**src/rtl/ladybird_boot_ctrl_pkg.sv**
```systemverilog
// ladybird_boot_ctrl_pkg: shared boot-sequencer types and limits for the ladybird SoC tops.
package ladybird_config;

    localparam int MAX_BOOT_CORES = 8;

    typedef enum logic [1:0] {BOOT_SYNC, BOOT_HOLD, BOOT_START, BOOT_RUN} boot_state_e;

    localparam logic [1:0] S_SYNC  = BOOT_SYNC;
    localparam logic [1:0] S_HOLD  = BOOT_HOLD;
    localparam logic [1:0] S_START = BOOT_START;
    localparam logic [1:0] S_RUN   = BOOT_RUN;

    function automatic int max3(input int a, input int b, input int c);
        int m;
        m = (a > b) ? a : b;
        return (m > c) ? m : c;
    endfunction

endpackage

```
**src/rtl/ladybird_boot_ctrl_if.sv**
```systemverilog
// ladybird_boot_ctrl_if: soft-reset/watchdog requests in, fabric reset and per-core boot status out.
interface ladybird_boot_ctrl_if #(parameter int N_CORES = 2);

    logic               soft_rst_req_i;
    logic               kick_i;
    logic               nrst_o;
    logic [N_CORES-1:0] core_start_o;
    logic [N_CORES-1:0] core_run_o;
    logic               boot_done_o;
    logic               wdt_fired_o;

    modport master (
        output soft_rst_req_i, kick_i,
        input  nrst_o, core_start_o, core_run_o, boot_done_o, wdt_fired_o
    );

    modport slave (
        input  soft_rst_req_i, kick_i,
        output nrst_o, core_start_o, core_run_o, boot_done_o, wdt_fired_o
    );

endinterface

```
**src/rtl/ladybird_boot_ctrl_reset_sync.sv**
```systemverilog
// ladybird_reset_sync: async-assert, sync-deassert reset synchroniser, reusable in any clock domain.
module ladybird_reset_sync #(
    parameter int STAGES = 2
) (
    input  logic clk_i,
    input  logic anrst_i,
    output logic o_nrst
);

    logic [STAGES-1:0] r_sync;

    always_ff @(posedge clk_i or negedge anrst_i) begin
        if (!anrst_i) r_sync <= '0;
        else          r_sync <= (r_sync << 1) | STAGES'(1);
    end

    assign o_nrst = r_sync[STAGES-1];

endmodule

```
**src/rtl/ladybird_boot_ctrl.sv**
```systemverilog
// ladybird_boot_ctrl: reset synchroniser, fabric reset hold and staggered multi-core start sequencer.
// Optional watchdog-triggered soft reset is built when LADYBIRD_BOOT_WDT_EN is defined.
module ladybird_boot_ctrl
    import ladybird_config::*;
#(
    parameter int N_CORES        = 2,
    parameter int SYNC_STAGES    = 2,
    parameter int HOLD_CYCLES    = 16,
    parameter int STAGGER_CYCLES = 4,
    parameter int WDT_CYCLES     = 1024
) (
    input  logic                 clk_i,
    input  logic                 anrst_i,
    ladybird_boot_ctrl_if.slave  bus
);

    localparam int CW = $clog2(max3(HOLD_CYCLES, STAGGER_CYCLES, WDT_CYCLES) + 1);

    if (N_CORES < 1 || N_CORES > MAX_BOOT_CORES || SYNC_STAGES < 2 ||
        HOLD_CYCLES < 1 || STAGGER_CYCLES < 1 || WDT_CYCLES < 1) begin : g_bad_param
        $error("ladybird_boot_ctrl: illegal parameter value");
    end

    logic [1:0]         r_state;
    logic [CW-1:0]      r_cnt;
    logic [2:0]         r_idx;
    logic               r_nrst;
    logic               r_done;
    logic [N_CORES-1:0] r_start;
    logic [N_CORES-1:0] r_run;
    logic               w_sync;
    logic               w_wdt_exp;
    logic [CW-1:0]      w_run_cnt;
    logic [N_CORES-1:0] w_onehot;

    // The SYNC-state flop acts as the last synchroniser stage, so HOLD begins on edge SYNC_STAGES.
    ladybird_reset_sync #(.STAGES(SYNC_STAGES - 1)) u_sync (
        .clk_i   (clk_i),
        .anrst_i (anrst_i),
        .o_nrst  (w_sync)
    );

    assign w_onehot = N_CORES'(1) << r_idx;

`ifdef LADYBIRD_BOOT_WDT_EN
    logic r_wdt_fired;
    assign w_wdt_exp = (r_state == S_RUN) && !bus.kick_i && (r_cnt == CW'(WDT_CYCLES - 1));
    assign w_run_cnt = bus.kick_i ? '0 : r_cnt + 1'b1;
    always_ff @(posedge clk_i or negedge anrst_i) begin
        if (!anrst_i) r_wdt_fired <= 1'b0;
        else          r_wdt_fired <= r_wdt_fired | w_wdt_exp;
    end
    assign bus.wdt_fired_o = r_wdt_fired;
`else
    logic w_unused_kick;
    assign w_unused_kick   = bus.kick_i;
    assign w_wdt_exp       = 1'b0;
    assign w_run_cnt       = r_cnt;
    assign bus.wdt_fired_o = 1'b0;
`endif

    always_ff @(posedge clk_i or negedge anrst_i) begin
        if (!anrst_i) begin
            r_state <= S_SYNC;
            r_cnt   <= '0;
            r_idx   <= '0;
            r_nrst  <= 1'b0;
            r_done  <= 1'b0;
            r_start <= '0;
            r_run   <= '0;
        end else begin
            r_start <= '0;
            if (r_state != S_SYNC && (bus.soft_rst_req_i || w_wdt_exp)) begin
                r_state <= S_HOLD;
                r_cnt   <= '0;
                r_nrst  <= 1'b0;
                r_done  <= 1'b0;
                r_run   <= '0;
            end else begin
                case (r_state)
                    S_SYNC: begin
                        if (w_sync) begin
                            r_state <= S_HOLD;
                            r_cnt   <= '0;
                        end
                    end
                    S_HOLD: begin
                        if (r_cnt == CW'(HOLD_CYCLES - 1)) begin
                            r_state <= S_START;
                            r_nrst  <= 1'b1;
                            r_cnt   <= '0;
                            r_idx   <= '0;
                        end else begin
                            r_cnt <= r_cnt + 1'b1;
                        end
                    end
                    S_START: begin
                        if (r_run[N_CORES-1]) begin
                            r_state <= S_RUN;
                            r_done  <= 1'b1;
                            r_cnt   <= '0;
                        end else begin
                            if (r_cnt == '0) begin
                                r_start <= w_onehot;
                                r_run   <= r_run | w_onehot;
                                r_idx   <= r_idx + 1'b1;
                            end
                            r_cnt <= (r_cnt == CW'(STAGGER_CYCLES - 1)) ? '0 : r_cnt + 1'b1;
                        end
                    end
                    default: r_cnt <= w_run_cnt;
                endcase
            end
        end
    end

    assign bus.nrst_o       = r_nrst;
    assign bus.core_start_o = r_start;
    assign bus.core_run_o   = r_run;
    assign bus.boot_done_o  = r_done;

endmodule

```
**src/flat_wrapper.sv**
```systemverilog
// flat-port wrapper written by rule: the top's interface ports become plain ports
module ladybird_boot_ctrl_flat import ladybird_config::*;
#(
    parameter int N_CORES        = 2,
    parameter int SYNC_STAGES    = 2,
    parameter int HOLD_CYCLES    = 16,
    parameter int STAGGER_CYCLES = 4,
    parameter int WDT_CYCLES     = 1024
)
  (clk_i, anrst_i, bus_soft_rst_req_i, bus_kick_i, bus_nrst_o, bus_core_start_o, bus_core_run_o, bus_boot_done_o, bus_wdt_fired_o);
  ladybird_boot_ctrl_if #(.N_CORES(N_CORES)) bus_i ();
  input  logic clk_i;
  input  logic anrst_i;
  input wire logic [$bits(bus_i.soft_rst_req_i)-1:0] bus_soft_rst_req_i;
  input wire logic [$bits(bus_i.kick_i)-1:0] bus_kick_i;
  output wire logic [$bits(bus_i.nrst_o)-1:0] bus_nrst_o;
  output wire logic [$bits(bus_i.core_start_o)-1:0] bus_core_start_o;
  output wire logic [$bits(bus_i.core_run_o)-1:0] bus_core_run_o;
  output wire logic [$bits(bus_i.boot_done_o)-1:0] bus_boot_done_o;
  output wire logic [$bits(bus_i.wdt_fired_o)-1:0] bus_wdt_fired_o;
  assign bus_i.soft_rst_req_i = bus_soft_rst_req_i;
  assign bus_i.kick_i = bus_kick_i;
  assign bus_nrst_o = bus_i.nrst_o;
  assign bus_core_start_o = bus_i.core_start_o;
  assign bus_core_run_o = bus_i.core_run_o;
  assign bus_boot_done_o = bus_i.boot_done_o;
  assign bus_wdt_fired_o = bus_i.wdt_fired_o;
  ladybird_boot_ctrl #(.N_CORES(N_CORES), .SYNC_STAGES(SYNC_STAGES), .HOLD_CYCLES(HOLD_CYCLES), .STAGGER_CYCLES(STAGGER_CYCLES), .WDT_CYCLES(WDT_CYCLES)) u_core (.clk_i(clk_i), .anrst_i(anrst_i), .bus(bus_i));
endmodule
```
**config.mk**
```make
export PLATFORM = sky130hd
export DESIGN_NAME = ladybird_boot_ctrl_flat
export DESIGN_NICKNAME = d
export VERILOG_FILES = /design/src/rtl/ladybird_boot_ctrl_pkg.sv /design/src/rtl/ladybird_boot_ctrl_if.sv /design/src/rtl/ladybird_boot_ctrl_reset_sync.sv /design/src/rtl/ladybird_boot_ctrl.sv /design/src/flat_wrapper.sv
export SDC_FILE = /design/constraint.sdc
export NUM_CORES = 1
export LEC_CHECK = 0
export BUFFER_PORTS_ARGS = -buffer_cell sky130_fd_sc_hd__buf_2
export CAP_MARGIN = 20
export CORE_UTILIZATION = 25
export CTS_BUF_LIST = sky130_fd_sc_hd__clkbuf_4 sky130_fd_sc_hd__clkbuf_8
export CTS_CLUSTER_DIAMETER = 50
export DETAILED_ROUTE_END_ITERATION = 7
export SYNTH_ARGS = -nofsm -noshare
export SYNTH_HDL_FRONTEND = slang
export SYNTH_SLANG_ARGS = --single-unit
```
**constraint.sdc**
```tcl
create_clock -name clk_i -period 3.82 [get_ports clk_i]
set_clock_uncertainty 0.05 [all_clocks]
set_input_delay 0.191 -clock clk_i [delete_from_list [all_inputs] [get_ports clk_i]]
set_output_delay 0.191 -clock clk_i [all_outputs]
set_load 0.05 [all_outputs]
```
After elaboration in Yosys (flattened, before gate mapping). Cells that the tools add are included.

Bits in registers: 23. Input port bits: 4. Output and inout port bits: 7. Logic and storage cells: 71.

Add/sub/neg operators: 2. Eq/ne operators: 11. Shifts and indexed selects: 1. Muxes and demuxes: 29. Bitwise gates (word level): 2. Reduce and logical (&&, ||, !) cells: 17.

Operator list (count): 11-bit two-way mux (5); 11-bit one-hot mux with 3 select lines (1); 2-bit two-way mux (12); 2-bit nonzero test (7); 11-bit by 1-bit adder with 11-bit output (second input constant) (1); 11-bit by 2-bit == test with 1-bit output (second input constant) (1); 11-bit by 4-bit == test with 1-bit output (second input constant) (1); 11-bit logical NOT (1); 3-bit two-way mux (3); 1-bit two-way mux (6); 3-bit by 1-bit inequality test with 1-bit output (second input constant) (2); 2-bit one-hot mux with 3 select lines (1); 3-bit one-hot mux with 2 select lines (1); 2-bit AND reduction (3); 5-bit AND reduction (1); 2-bit by 1-bit inequality test with 1-bit output (second input constant) (2); 2-bit inequality test (second input constant) (2); 4-bit AND reduction (1); 4-bit nonzero test (1); 3-bit by 1-bit adder with 3-bit output (second input constant) (1); 3-bit by 2-bit inequality test with 1-bit output (second input constant) (1); 3-bit AND reduction (1); 1-bit by 3-bit << shifter with 2-bit output (first input constant) (1); 2-bit by 1-bit == test with 1-bit output (second input constant) (1); 5 further kinds (5).

Logic depth before layout (Yosys ltp).
Depth after elaboration: 6. Mapped depth: 9. Depth with buffers taken out: 7.

By module. A second synthesis with hierarchy kept.

Cells, all modules: 147. Area, all modules: 1400.1 µm².

By module, submodules not included: ladybird_boot_ctrl (times used 1, cells each 145, area each 1371.3 µm², sequential area each 550.5 µm²); ladybird_reset_sync (times used 1, cells each 2, area each 28.8 µm², sequential area each 25.0 µm²).

Worst setup path before layout. No wires, ideal clock.

Path kind: flip-flop to flip-flop. Start: reg u_core.r_cnt[0]. End: reg u_core.r_idx[2]. Setup time: 0.087 ns. Arrival time: 2.003 ns. Path slack: 1.681 ns. Cell stages (with the launch flop): 7. Buffers on the path: 0. Period minus slack after synthesis: 2.139 ns. Path through: dfrtp_1 -> inv_1 -> ha_1 -> or3b_2 -> or3_1 -> or4b_1 -> o211ai_1.

Longest elaborated chain between the ends: 3. Elaborated cells between the ends (all ways): 5.

RTL lines: start, declared (line ladybird_boot_ctrl.sv:25) `logic [CW-1:0] r_cnt;`; start signal, assigned (line ladybird_boot_ctrl.sv:94) `r_cnt <= r_cnt + 1'b1;`; start signal, assigned (line ladybird_boot_ctrl.sv:108) `r_cnt <= (r_cnt == CW'(STAGGER_CYCLES - 1)) ? '0 : r_cnt + 1'b1;`; start signal, assigned (line ladybird_boot_ctrl.sv:111) `default: r_cnt <= w_run_cnt;`; 11-bit by 4-bit == test with 1-bit output or 11-bit logical NOT (tied branches) (line ladybird_boot_ctrl.sv:88, ladybird_boot_ctrl.sv:103); 2-bit by 1-bit inequality test with 1-bit output (no source line); 5-bit AND reduction (no source line) *; end signal, assigned (line ladybird_boot_ctrl.sv:106) `r_idx <= r_idx + 1'b1;`; end, declared (line ladybird_boot_ctrl.sv:26) `logic [2:0] r_idx;`.

Every way passes the cells marked *; elsewhere a longest branch is shown, timed or not. A chain may end at the register's enable or synchronous reset.

Final worst setup path.
Start: reg u_core.r_state[0]. End: reg u_core.r_cnt[0].

Longest elaborated chain between the ends: 4. Elaborated cells between the ends (all ways): 10.

RTL lines: start, declared (line ladybird_boot_ctrl.sv:24) `logic [1:0] r_state;`; start signal, assigned (line ladybird_boot_ctrl.sv:64) `r_state <= S_SYNC;`; start signal, assigned (line ladybird_boot_ctrl.sv:74) `r_state <= S_HOLD;`; start signal, assigned (line ladybird_boot_ctrl.sv:83) `r_state <= S_HOLD;`; 2-bit nonzero test (line ladybird_boot_ctrl.sv:73) `if (r_state != S_SYNC && (bus.soft_rst_req_i || w_wdt_exp)) begin`; 1-bit logical AND (line ladybird_boot_ctrl.sv:73); 3-bit by 2-bit inequality test with 1-bit output (no source line) or 4-bit nonzero test (tied branches); 2-bit AND reduction (no source line).

Several ways; a longest one is shown, not always the timed one.

==> summary.md <==
| Metric | Value |
|---|---|
| Slew @ Worst Pin | `0.685 ns` |
| Vias in the first global route | `1038` |
| YS warnings | `0` |
| Clock tree sinks | `23` |
| Vias | `1089` |
| Synth-to-layout area growth | `11.7%` |
| Die extent in x | `75.8 um` |
| Final setup fails | `0` |
| Fill cells | `547` |
| Drt wl/cell | `12.1 um` |
| Crit Path Max Fanout | `11` |
| Die ar. | `0.00575 mm2` |
| TNS Setup | `0 ns` |
| Lkg Pwr | `0.707 nW` |
| Post-detail-place hpwl | `1900 um` |
| Primary FF master, synth | `dfrtp_1` |
| Core Region | `0.00517 mm2` |
| Via density | `4.82` |
| CP Capture Type | `flop` |
| Inst Count DP | `221` |
| Hold_ws | `0.240 ns` |
| Met2 Wirelength | `1180 um` |
| Yosys reg bits | `23` |
| Row cnt | `26` |
| Drt pass-1 iters | `4` |
| Post CTS Setup Buffer Count | `0` |
| Post-Layout Cell Count | `226` |
| CTS tree | `yes` |
| Iter 0 DRT Violations | `55` |
| Die height | `75.8 um` |
| Post-synth EDFFs | `0` |
| Slew headroom | `0.541` |
| FMAX | `379 MHz` |
| Final layout net count | `168` |
| Max Cap Violations | `0` |
| Hold Vio Cnt, Final | `0` |
| Antenna cells | `0` |
| HP Class | `input pin to flop` |
| Clock network power share | `0.178` |
| Hold Crit Depth | `3` |
| Drt total wl | `2720 um` |
| Data arrival time of the critical path | `2.76 ns` |
| Final Cycle Share | `0.691` |
| Status | `finished, final reports clean` |
| Yosys cell types | `38` |
| Starting density of the core | `0.263` |
| Combinational share of power | `0.461` |
| Number of port buffers | `8` |
| VDD IR max | `190 uV` |
| Data required, critical path | `3.93 ns` |
| Placer congestion estimate | `0.723` |
| Hold Buf Count CTS | `1` |
| H-tree depth | `1` |
| PD cells | `585 mW/mm2` |
| WL met1 | `1420 um` |
| Clock Tree Buf Depth | `2` |
| Met3 wire len | `101 um` |
| Residual overflow from global routing | `0` |
| Internal power | `0.000498 W` |
| Sequential fraction of the synthesis area | `0.422` |
| First-pass GRT wire length | `4660 um` |
| Setup CP Type | `flop to flop` |
| Flop-to-flop setup slack | `1.18 ns` |
| RSZ-0062 raised after global routing | `false` |
| Largest net degree at the start of global routing | `24` |
| Clk_lat worst skew | `0.27 ns` |
| Async SR Flop Fraction | `1.00` |
| Fraction of layout cells with a size suffix above 1 | `0.115` |
| IO Count | `11` |
| Post-DRT Antenna Nets | `0` |
| Fin crit period | `2.64 ns` |
| Sw Share | `0.441` |
| Max Transition Viols Final | `0` |
| Setup crit start kind | `flop` |
| Total CTS buffers | `3` |
| Worst-path clk slew | `0.09 ns` |
| DRC viols | `0` |
| Syn Std Cell Area | `0.00136 mm2` |
| Root buffer cell | `clkbuf_8` |
| Global Route Usage Sum | `0.109` |
| Hold path start | `bus_soft_rst_req_i` |
| Post-layout util | `0.294` |
| Worst Hold Path EP | `u_core.bus.boot_done_o` |
| Net load switching power | `0.000392 W` |
| FF-to-FF End | `u_core.r_cnt[0]` |
| Top sig layer | `met4` |
| Worst r2r src | `u_core.r_state[0]` |
| Cells after synthesis | `148` |
| R2R depth | `7` |
| Seq pwr share | `0.361` |
| Initial antenna violation count | `0` |
| PostCTS Resize Cnt | `0` |
| Net Count, Synth | `159` |
| Syn Area/Cell | `9.21 um2` |
## power groups by stage
| stage | Combinational (W) | Clock, W | Sequential (W) |
|---|---|---|---|
| floorplan | 0.000301 | 0 | 0.000349 |
| global placement | 0.000403 | 0 | 0.000326 |
| detailed placement | 0.000410 | 0 | 0.000326 |
| CTS | 0.000412 | 0.000166 | 0.000321 |
| global route | 0.000465 | 0.000174 | 0.000329 |
| finish | 0.000410 | 0.000159 | 0.000321 |
## final cells by class
| cell class | count | area [um2] | share of cell area |
|---|---|---|---|
| clock buffer | 3 | 41.3 | 0.0271 |
| clock inverter | 1 | 5.00 | 0.00329 |
| inverter | 7 | 26.3 | 0.0173 |
| multi-input combinational | 113 | 736 | 0.484 |
| sequential | 23 | 576 | 0.378 |
| tap | 70 | 87.6 | 0.0576 |
| timing repair buffer | 9 | 50.0 | 0.0329 |
## critical path, cell delays in order, from the launching register on
cell and delay, ns:
dfrtp_1 0.49, inv_1 0.12, ha_1 0.25, nand2b_1 0.32
and3_1 0.27, a2bb2oi_2 0.41, nor2_1 0.29, mux2_2 0.33
## layout by cell type, fill, tap and decap left out, types with 4 or more instances in the layout
cell type and n:
inv_1 7, a21oi_1 4, o21ai_0 8, dfrtp_1 23, ha_1 7, and3_1 4, nor2b_1 7, nand3_1 6
nand2_1 13, a22o_1 9, nor3_1 7, nor4_1 4, buf_2 8, nor2_1 12
## cell usage after synthesis, types with 3 or more instances
library cell | number | area (um2)
a22o_1 | 9 | 78.8
nor3_1 | 7 | 35.0
ha_1 | 7 | 87.6
o22ai_1 | 3 | 18.8
and3_1 | 4 | 25.0
nor2b_1 | 7 | 43.8
inv_1 | 7 | 26.3
or3_1 | 3 | 18.8
a21oi_1 | 4 | 20.0
nor2_1 | 12 | 45.0
o21ai_0 | 8 | 40.0
nand2_1 | 13 | 48.8
nor4_1 | 4 | 25.0
nand3_1 | 6 | 30.0
dfrtp_1 | 23 | 576
o21ai_1 | 3 | 15.0
## worst max path at each step
stage / endpoint / cells after the start / start
6_report: u_core.r_cnt[0] / 7 / u_core.r_state[0]
5_1_grt: u_core.r_cnt[0] / 7 / u_core.r_state[0]
4_1_cts: u_core.r_cnt[0] / 7 / u_core.r_state[0]
3_5_place_dp: u_core.r_cnt[0] / 7 / u_core.r_state[0]
3_3_place_gp: u_core.r_cnt[0] / 7 / u_core.r_state[0]
2_1_floorplan: u_core.r_idx[2] / 6 / u_core.r_cnt[0]
## flip-flops by register name (all words and copies together) (netlist names)
signal	flops
u_core.bus.core_start_o	2
u_core.bus.core_run_o	2
u_core.r_cnt	11
u_core.u_sync.o_nrst	1
u_core.r_state	2
u_core.r_idx	3
u_core.bus.nrst_o	1
u_core.bus.boot_done_o	1
## routing by layer
layer  vias up  global-route usage
met5         -                   0
met4         0              0.0309
met3         5              0.0357
met2        19               0.181
met1       507               0.135
li1        558                   -
## logic make-up after synthesis
group	synth area share
adders and majority gates	0.0643
buffers and inverters	0.0377
and+or+nand+nor	0.262
other	0.00551
muxes	0.0156
AOI/OAI and AO/OA	0.193
DFF	0.422
## metrics by stage
stage	power [W]	cell area (um2)	worst slack [ns]
after floorplan	0.000650	1360	1.68
final	0.000890	1520	1.18
after CTS	0.000899	1520	1.17
after detailed placement	0.000736	1470	1.18
after global routing	0.000968	1520	0.940
after global placement	0.000729	1470	1.22
Power figures use the tool's default switching activity.
